===== config.mk =====
export PLATFORM = sky130hd
export DESIGN_NAME = bram_frame_writer_flat
export DESIGN_NICKNAME = d
export VERILOG_FILES = /design/src/rtl/bram_frame_writer_if.sv /design/src/rtl/bram_frame_writer.sv /design/src/flat_wrapper.sv
export SDC_FILE = /design/constraint.sdc
export NUM_CORES = 1
export LEC_CHECK = 0
export ABC_AREA = 1
export CAP_MARGIN = 20
export CELL_PAD_IN_SITES_DETAIL_PLACEMENT = 1
export CELL_PAD_IN_SITES_GLOBAL_PLACEMENT = 2
export CORE_MARGIN = 5
export CORE_UTILIZATION = 32
export CTS_CLUSTER_DIAMETER = 60
export DETAILED_ROUTE_END_ITERATION = 12
export PLACE_DENSITY_LB_ADDON = 0.1
export SLEW_MARGIN = 15
export SYNTH_ARGS = -nofsm -noshare
export SYNTH_HDL_FRONTEND = slang
export SYNTH_SLANG_ARGS = --single-unit

===== constraint.sdc =====
create_clock -name sys_clk -period 2.15 [get_ports sys_clk]
set_input_delay 0.43 -clock sys_clk [delete_from_list [all_inputs] [get_ports sys_clk]]
set_output_delay 0.43 -clock sys_clk [all_outputs]
set_load 0.02 [all_outputs]

===== src/rtl/bram_frame_writer_if.sv =====
// Byte-stream input, frame-buffer write port and frame ownership handshake
// for the frame writer.
interface bram_frame_writer_if #(
    parameter int ADDR_W = 8
);
    logic              s_valid;
    logic [7:0]        s_data;
    logic              s_sof;
    logic              s_eof;
    logic              s_ready;
    logic              bram_wr_en;
    logic [ADDR_W-1:0] bram_wr_addr;
    logic [31:0]       bram_wr_data;
    logic              frame_valid;
    logic [10:0]       frame_len;
    logic              frame_ovf;
    logic              frame_ack;
    logic              err_drop;
    logic              err_sof;

    modport master (
        output s_valid, s_data, s_sof, s_eof, frame_ack,
        input  s_ready, bram_wr_en, bram_wr_addr, bram_wr_data,
               frame_valid, frame_len, frame_ovf, err_drop, err_sof
    );

    modport slave (
        input  s_valid, s_data, s_sof, s_eof, frame_ack,
        output s_ready, bram_wr_en, bram_wr_addr, bram_wr_data,
               frame_valid, frame_len, frame_ovf, err_drop, err_sof
    );
endinterface


===== src/rtl/bram_frame_writer.sv =====
// Packs a framed byte stream little-endian into 32-bit buffer words, then writes a length/status header at addr 0.
// Latency: word write 1 cycle after its last byte; header 2 cycles and frame_valid 3 cycles after the eof byte.
// Backpressure: s_ready drops from header write until frame_ack releases the buffer; no skid, bytes are held upstream.
module bram_frame_writer #(
    parameter int MAX_WORDS = 255,
    parameter int ADDR_W    = 8
) (
    input  logic                 sys_clk,
    input  logic                 sys_rst_n,
    bram_frame_writer_if.slave   bus
);
    typedef enum logic [1:0] {IDLE, FILL, HDR, HOLD} state_t;

    localparam logic [ADDR_W-1:0] MAX_W = ADDR_W'(MAX_WORDS);

    state_t            state;
    logic [10:0]       byte_cnt;
    logic [ADDR_W-1:0] word_idx;
    logic [31:0]       pack;
    logic [31:0]       word_next;
    logic              ovf;
    logic              accept;

    assign bus.s_ready = (state == IDLE) || (state == FILL);
    assign accept      = bus.s_valid && bus.s_ready;

    always_comb begin
        word_next = pack;
        case (byte_cnt[1:0])
            2'd0:    word_next[7:0]   = bus.s_data;
            2'd1:    word_next[15:8]  = bus.s_data;
            2'd2:    word_next[23:16] = bus.s_data;
            default: word_next[31:24] = bus.s_data;
        endcase
    end

    always_ff @(posedge sys_clk or negedge sys_rst_n) begin
        if (!sys_rst_n) begin
            state            <= IDLE;
            byte_cnt         <= '0;
            word_idx         <= '0;
            pack             <= '0;
            ovf              <= 1'b0;
            bus.bram_wr_en   <= 1'b0;
            bus.bram_wr_addr <= '0;
            bus.bram_wr_data <= '0;
            bus.frame_valid  <= 1'b0;
            bus.frame_len    <= '0;
            bus.frame_ovf    <= 1'b0;
            bus.err_drop     <= 1'b0;
            bus.err_sof      <= 1'b0;
        end else begin
            bus.bram_wr_en <= 1'b0;
            bus.err_drop   <= 1'b0;
            bus.err_sof    <= 1'b0;
            case (state)
                IDLE, FILL: begin
                    if (accept) begin
                        if (bus.s_sof) begin
                            // A sof inside FILL abandons the old frame, including its partial word.
                            bus.err_sof <= (state == FILL);
                            byte_cnt    <= 11'd1;
                            word_idx    <= '0;
                            ovf         <= 1'b0;
                            if (bus.s_eof) begin
                                bus.bram_wr_en   <= 1'b1;
                                bus.bram_wr_addr <= ADDR_W'(1);
                                bus.bram_wr_data <= {24'b0, bus.s_data};
                                word_idx         <= ADDR_W'(1);
                                pack             <= '0;
                                state            <= HDR;
                            end else begin
                                pack  <= {24'b0, bus.s_data};
                                state <= FILL;
                            end
                        end else if (state == IDLE) begin
                            bus.err_drop <= 1'b1;
                        end else begin
                            if (byte_cnt != 11'h7FF) byte_cnt <= byte_cnt + 11'd1;
                            // Full word or eof flushes the word; past MAX_WORDS bytes are only counted.
                            if (word_idx != MAX_W) begin
                                if (byte_cnt[1:0] == 2'd3 || bus.s_eof) begin
                                    bus.bram_wr_en   <= 1'b1;
                                    bus.bram_wr_addr <= word_idx + ADDR_W'(1);
                                    bus.bram_wr_data <= word_next;
                                    word_idx         <= word_idx + ADDR_W'(1);
                                    pack             <= '0;
                                end else begin
                                    pack <= word_next;
                                end
                            end else begin
                                ovf <= 1'b1;
                            end
                            if (bus.s_eof) state <= HDR;
                        end
                    end
                end
                HDR: begin
                    bus.bram_wr_en   <= 1'b1;
                    bus.bram_wr_addr <= '0;
                    bus.bram_wr_data <= {ovf, 20'b0, byte_cnt};
                    state            <= HOLD;
                end
                HOLD: begin
                    if (!bus.frame_valid) begin
                        bus.frame_valid <= 1'b1;
                        bus.frame_len   <= byte_cnt;
                        bus.frame_ovf   <= ovf;
                    end else if (bus.frame_ack) begin
                        bus.frame_valid <= 1'b0;
                        state           <= IDLE;
                    end
                end
                default: state <= IDLE;
            endcase
        end
    end
endmodule

===== src/flat_wrapper.sv =====
// flat-port wrapper written by rule: the top's interface ports become plain ports
module bram_frame_writer_flat 
#(
    parameter int MAX_WORDS = 255,
    parameter int ADDR_W    = 8
)
  (sys_clk, sys_rst_n, bus_s_valid, bus_s_data, bus_s_sof, bus_s_eof, bus_frame_ack, bus_s_ready, bus_bram_wr_en, bus_bram_wr_addr, bus_bram_wr_data, bus_frame_valid, bus_frame_len, bus_frame_ovf, bus_err_drop, bus_err_sof);
  bram_frame_writer_if #(.ADDR_W(ADDR_W)) bus_i ();
  input  logic sys_clk;
  input  logic sys_rst_n;
  input wire logic [$bits(bus_i.s_valid)-1:0] bus_s_valid;
  input wire logic [$bits(bus_i.s_data)-1:0] bus_s_data;
  input wire logic [$bits(bus_i.s_sof)-1:0] bus_s_sof;
  input wire logic [$bits(bus_i.s_eof)-1:0] bus_s_eof;
  input wire logic [$bits(bus_i.frame_ack)-1:0] bus_frame_ack;
  output wire logic [$bits(bus_i.s_ready)-1:0] bus_s_ready;
  output wire logic [$bits(bus_i.bram_wr_en)-1:0] bus_bram_wr_en;
  output wire logic [$bits(bus_i.bram_wr_addr)-1:0] bus_bram_wr_addr;
  output wire logic [$bits(bus_i.bram_wr_data)-1:0] bus_bram_wr_data;
  output wire logic [$bits(bus_i.frame_valid)-1:0] bus_frame_valid;
  output wire logic [$bits(bus_i.frame_len)-1:0] bus_frame_len;
  output wire logic [$bits(bus_i.frame_ovf)-1:0] bus_frame_ovf;
  output wire logic [$bits(bus_i.err_drop)-1:0] bus_err_drop;
  output wire logic [$bits(bus_i.err_sof)-1:0] bus_err_sof;
  assign bus_i.s_valid = bus_s_valid;
  assign bus_i.s_data = bus_s_data;
  assign bus_i.s_sof = bus_s_sof;
  assign bus_i.s_eof = bus_s_eof;
  assign bus_i.frame_ack = bus_frame_ack;
  assign bus_s_ready = bus_i.s_ready;
  assign bus_bram_wr_en = bus_i.bram_wr_en;
  assign bus_bram_wr_addr = bus_i.bram_wr_addr;
  assign bus_bram_wr_data = bus_i.bram_wr_data;
  assign bus_frame_valid = bus_i.frame_valid;
  assign bus_frame_len = bus_i.frame_len;
  assign bus_frame_ovf = bus_i.frame_ovf;
  assign bus_err_drop = bus_i.err_drop;
  assign bus_err_sof = bus_i.err_sof;
  bram_frame_writer #(.MAX_WORDS(MAX_WORDS), .ADDR_W(ADDR_W)) u_core (.sys_clk(sys_clk), .sys_rst_n(sys_rst_n), .bus(bus_i));
endmodule

==> impl_results.md <==
* Run status: finished clean
* Drt wl/cell at 17.5 um
* Worst EP required at 2.44 ns
* PostCTS Resize Cnt at 0
* Clk Latency, worst-skew pair at 0.36 ns
* Global-route wire length before repair at 29600 um
* Max VDD drop at 0.484 mV
* Final #Nets at 809
* Fin crit period at just under 2 ns
* Vias in the first global route at 5436
* ANT cells at 0
* Layout cells sized above 1 at 0.0869
* Longest Clk Path Bufs at 2
* Critical path data arrival time at 2.25 ns
* Num rows at 48
* Cell leakage power at 0.00339 uW
* Drt pass-1 iters at 4
* Worst hold slack at 0.0731 ns
* FF-to-FF Start: u_core.byte_cnt[1]
* Setup crit start kind: flop
* Sw Ratio at 0.401
* Tcrit/Tclk final at 0.912
* Via count at 5082
* Post-synthesis area per instance at 7.74 um^2
* Commonest non-fill, non-tap cell in the layout: nand2_1
* RSZ-0062 raised after global routing: false
* Max Cap Violations at 0
* R2r endpoint: u_core.bus.bram_wr_data[23]
* Seq pwr share at 0.354
* Dominant synthesized flop cell: dfrtp_1
* GP Congestion at 0.835
* P_int at 4890 uW
* Die area at 20100 um^2
* First-iteration detailed-routing DRC count at about 220
* Area grow syn2layout at 25.0%
* Most frequent cells in the layout: nand2_1, dfrtp_1, nand3_1
* Switching Power at 3280 uW
* #FFs+latches synth at 110
* Yosys warns at 0
* Crit path max fanout at 20
* Pwr Density at 1180 nW/um^2
* CTS clk-pin slew, worst paths at 0.08 ns
* Post-CTS Setup Inserts at 0
* Relative slew slack at 0.598
* Final hold violation count at 0
* Clock sinks at 110
* Area contributors post-synth: dfrtp_1, nand2_1, nand3_1
* Category of the most critical setup path: reg -> reg
* Area share of the largest cell type after synthesis at 0.496
* Clock share of power at 0.217
* Cts hold-fix bufs at 0
* DP HPWL at 13100 um
* Initial Util at 0.323
* # setup viols final at 0
* Drc violations at 0
* Slew @ Worst Pin at 0.603 ns
* Die span in x at 142 um
* Flop-to-flop setup slack at 0.19 ns
* Gate Count Post-Synth at 717
* Antenna Nets Post-Route at 0
* Total CTS buffers at 9
* Gate power share at 0.429
* Mapped Area at 5550 um^2
* Tot GR Track Use at 0.186
* Top Ports at between 70 and 80
* R2r worst-path depth at 8
* Crit. End Element: flop
* Yosys cell types at 27
* Filler Cells Inserted at roughly 2100
* Pre-CTS setup slack at approximately 0.12 ns
* Overall Power at 8180 uW
* Peak Freq at 510 MHz
* Post-synth EDFFs at 0
* Syn nets at 736
* Area of the core at 17200 um^2
* Largest net degree at the start of global routing at 43
* Top cell type by total area after synthesis: dfrtp_1
* Die height at 142 um
* Setup TNS at 0 ns
* Final setup margin at approximately 0.19 ns
* Ys async rst share at 1.00
* GRT overflow at 0
* I/O Buffers at 70
* Seq/Total Area, Yosys at 0.496
* Worst hold path type: in -> async
* Fin. max-slew vios at 0
* Clock root cell: clkbuf_16
* Via density at about 5
* H-tree depth at 3
* TritonCTS clock tree: yes
* WL final at 17800 um
* Clock Skew at roughly 0.0096 ns
* Antenna violations before repair at 0
## area by class of cell
type                            count  area [um^2]  share of cell area
Inverter                           49          184              0.0265
Timing Repair Buffer              103         1030               0.149
Clock inverter                      2         38.8             0.00559
Clock buffer                       13          270              0.0389
Tap cell                          225          282              0.0406
Sequential cell                   110         2750               0.397
Multi-Input combinational cell    517         2380               0.343
## power by group through the flow
stage	sequential, uW	combinational (uW)	clock, uW
after floorplan	3160	1830	0
after global placement	2900	3490	0
after detailed placement	2930	3550	0
after CTS	2900	3560	1850
after global routing	2960	3890	1940
final	2890	3510	1770
## per-stage QoR
step | util | instance area [um^2] | std cells
2_1_floorplan | - | 5550 | 717
3_3_place_gp | 0.386 | 6630 | 1004
3_5_place_dp | 0.386 | 6630 | 1004
4_1_cts | 0.404 | 6940 | 1019
5_1_grt | 0.404 | 6940 | 1019
6_report | 0.404 | 6940 | 1019
## synth_stat cells (all sizes together), types with 5 or more instances
master  instances
o22ai           7
ha              5
o21ai          59
inv            48
nand4           7
dfrtp         110
nand3         109
nand2         241
a21oi          50
nor2           36
buf            28
clkbuf         13
## how the worst max path moves through the flow
stage	slack, ns	cells past startpoint	start	end
2_1_floorplan	0.50	8	u_core.byte_cnt[0]	u_core.pack[22]
3_3_place_gp	0.15	7	bus_s_sof	u_core.bus.bram_wr_data[8]
3_5_place_dp	0.12	7	bus_s_sof	u_core.bus.bram_wr_data[8]
4_1_cts	0.18	8	u_core.byte_cnt[1]	u_core.bus.bram_wr_data[29]
5_1_grt	0.03	8	u_core.byte_cnt[1]	u_core.bus.bram_wr_data[11]
6_report	0.19	8	u_core.byte_cnt[1]	u_core.bus.bram_wr_data[23]
## worst max-delay path: stages (launching register included)
cell and delay [ns]:
dfrtp_1 0.51, ha_1 0.37, inv_1 0.18, nand2_2 0.16
nand3_4 0.10, nand2_2 0.21, buf_12 0.19, nand3_1 0.09
nand2_1 0.07
## sequential cells by signal, summed over array words and instances, names as in the netlist, 2 cells and up
signal                   cells
u_core.bus.bram_wr_data     32
u_core.pack                 32
u_core.bus.frame_len        11
u_core.byte_cnt             11
u_core.bus.bram_wr_addr      8
u_core.word_idx              8
u_core.state                 2
## kinds of logic after synthesis
family | Yosys count | share of synthesized area
AOI/OAI and AO/OA | 117 | 0.107
adders and majority gates | 5 | 0.0113
buffers and inverters | 90 | 0.0753
DFF | 110 | 0.496
muxes | 1 | 0.00203
and+or+nand+nor | 394 | 0.308
## layer usage
layer  vias to the layer above  global-route usage  share of wire
met5                         -                   0              0
met4                         0              0.0621          0.018
met3                        18              0.0239          0.029
met2                        76               0.303           0.47
met1                      2501               0.256           0.48
li1                       2487                   -              -
No activity file was read; power rests on OpenSTA's default activity.
==> edit (same flow settings) <==
`ADDR_W` is set to 8 in 3 places; all go to 9.
--- a/src/rtl/bram_frame_writer_if.sv
+++ b/src/rtl/bram_frame_writer_if.sv
@@ -3,3 +3,3 @@
 interface bram_frame_writer_if #(
-    parameter int ADDR_W = 8
+    parameter int ADDR_W = 9
 );
--- a/src/rtl/bram_frame_writer.sv
+++ b/src/rtl/bram_frame_writer.sv
@@ -5,3 +5,3 @@
     parameter int MAX_WORDS = 255,
-    parameter int ADDR_W    = 8
+    parameter int ADDR_W    = 9
 ) (
--- a/src/flat_wrapper.sv
+++ b/src/flat_wrapper.sv
@@ -4,3 +4,3 @@
     parameter int MAX_WORDS = 255,
-    parameter int ADDR_W    = 8
+    parameter int ADDR_W    = 9
 )
Ports: changed (resized bus_bram_wr_addr); port bits go from 71 to 72. The function was not compared with the original's and may differ.
==> edit against the unedited design <==
Largest cell class unchanged; worst hold slack lost 0.035 ns; critical endpoint is now u_core.word_idx[0]$_DFFE_PN0P_; sequential cell count up 2; die area down 0.96%; design area is 0.31% lower; synthesized cell count fell by 2.1%; largest power group unchanged; sequential power rose by 8.0%; total power is 3.6% higher; setup slack got worse by 0.069 ns; area after synthesis shrank 1.0%; highest routed layer unchanged; routed wire length decreased by 1.9%.
==> edit: results (changes against the unedited design) <==
- Status: finished clean
- Async set-reset flop share out of synthesis: 100% (unchanged)
- Synth cell types: 31 (+15%)
- Drt initial violations: 244 (+12%)
- Max clock buf depth: 2 (unchanged)
- Commonest cells post-synth: 247 x nand2_1, 112 x dfrtp_1, 71 x nand3_1
- Layout cells sized above 1: 8.92% (+0.23 points)
- Number of global-route vias before repair: 5296 (-2.6%)
- Top post-synthesis cells by area: dfrtp_1 51%, nand2_1 17%, nand3_1 6.5%
- Port bufs: 71 (+1.4%)
- H-tree levels: 3 (unchanged)
- Met1 usage: 24.1% (-1.5 points)
- Internal: 4.97 mW (+1.6%)
- Largest regs: u_core.bus.bram_wr_data: 32 flops, u_core.pack: 32 flops
- Post-Synth XOR/XNOR Area: 0.478% (+0.48 points)
- Root Driver: clkbuf_16
- Sequential share of the synthesized area: 51.0% (+1.4 points)
- Pre-CTS WS: -0.0599 ns (-0.176 ns)
- CTS Buf Count: 9 (unchanged)
- P_leak: 3.33 nW (-1.8%)
- HP Class: primary input to asynchronous set/reset pin
- First-pass GRT wire length: 28.4 mm (-3.7%)
- GRT Total Usage: 18.0% (-0.53 points)
- Slowest stage cell on the critical path: dfrtp_1
- Initial antenna violation count: 0 (unchanged)
- Worst vdd ir: 0.422 mV (-13%)
- Vias: 4964 (-2.3%)
- Antenna diodes: 0 (unchanged)
- WL met3: 416 um (-21%)
- Syn Nets: 722 (-1.9%)
- Placed Cells: 994 (-1.0%)
- Arr. time, crit path: 2.25 ns (about the same)
- Met2 Resource Use GR: 30.4% (+0.088 points)
- Slew margin rel.: 59.1% (-0.68 points)
- Post-synthesis cell count: 702 (-2.1%)
- DR WL met2: 8.50 mm (+1.6%)
- DR vias/cell: 4.91 (-1.5%)
- Met1 WL: 8.20 mm (-4.5%)
- Max incr delay on CP: 0.37 ns (-0.14 ns)
- Post-synthesis mux area share: 0.410% (+0.21 points)
- Largest net degree at the start of global routing: 46 (+7.0%)
- Crit-path max FO: 14 (-30%)
- Clock slew at reported path FFs: 0.07 ns
- Nets: 802 (-0.87%)
- Synth Warn #: 0 (unchanged)
- Synth Area in Compound Gates: 11.0% (+0.29 points)
- Setup Skew: 0.00439 ns (-0.00525 ns)
- Routing usage on met3: 2.20% (-0.19 points)
- Wirelength per Cell: 17.3 um (-1.1%)
- Placement-stage cell area: 0.00659 mm2 (-0.66%)
- Gpl congestion: 0.804 (-3.7%)
- Most common flop cell mapped by yosys: dfrtp_1
- Adder-cell share of the synthesized area: 1.37% (+0.24 points)
- DP HPWL: 12.8 mm (-2.3%)
-- edit: cell count changes in the layout (fill, tap and decap cells not counted), moves of 8 or more --
cell	before	now
o21ai_0	47	56
o21ai_1	12	4
nand2_1	233	246
a21oi_1	50	23
nor2_1	31	52
nand3_1	107	71
a211oi_1	0	18
-- edit: final cells by class --
class | instances | area (um2)
timing repair buffer | 105 | 1050
sequential | 112 | 2800
multi-input combinational | 503 | 2330
inverter | 51 | 191
clock inverter | 2 | 16.3
fill | 2087 | 10100
tap | 225 | 282
clock buffer | 12 | 246
-- edit: power groups by stage --
stage	registers (mW)	logic (mW)	clock network, mW
floorplan	3.45	1.90	0
global placement	3.13	3.68	0
detailed placement	3.15	3.77	0
CTS	3.12	3.79	1.65
global route	3.20	4.20	1.74
finish	3.12	3.77	1.58
-- edit: final timing paths --
check	start	end	slack [ns]	cells after the start
setup / recovery	u_core.word_idx[0]$_DFFE_PN0P_	u_core.word_idx[0]$_DFFE_PN0P_	0.12	12
hold / removal	sys_rst_n	u_core.bus.bram_wr_addr[5]$_DFFE_PN0P_	0.04	1
setup reg to reg	u_core.word_idx[0]$_DFFE_PN0P_	u_core.word_idx[0]$_DFFE_PN0P_	0.12	12
hold reg to reg	u_core.bus.bram_wr_addr[8]$_DFFE_PN0P_	u_core.bus.bram_wr_addr[8]$_DFFE_PN0P_	0.47	2
max in group asynchronous	sys_rst_n	u_core.pack[17]$_DFFE_PN0P_	1.50	2
min in group sys_clk	u_core.bus.bram_wr_addr[8]$_DFFE_PN0P_	u_core.bus.bram_wr_addr[8]$_DFFE_PN0P_	0.47	2
-- edit: repair_timing --
action | in CTS | in global routing
setup endpoints to repair | 15 | 61
gates cloned | 0 | 1
resized for setup | 2 | 9
setup buffers | 0 | 1
pin swaps | 0 | 2
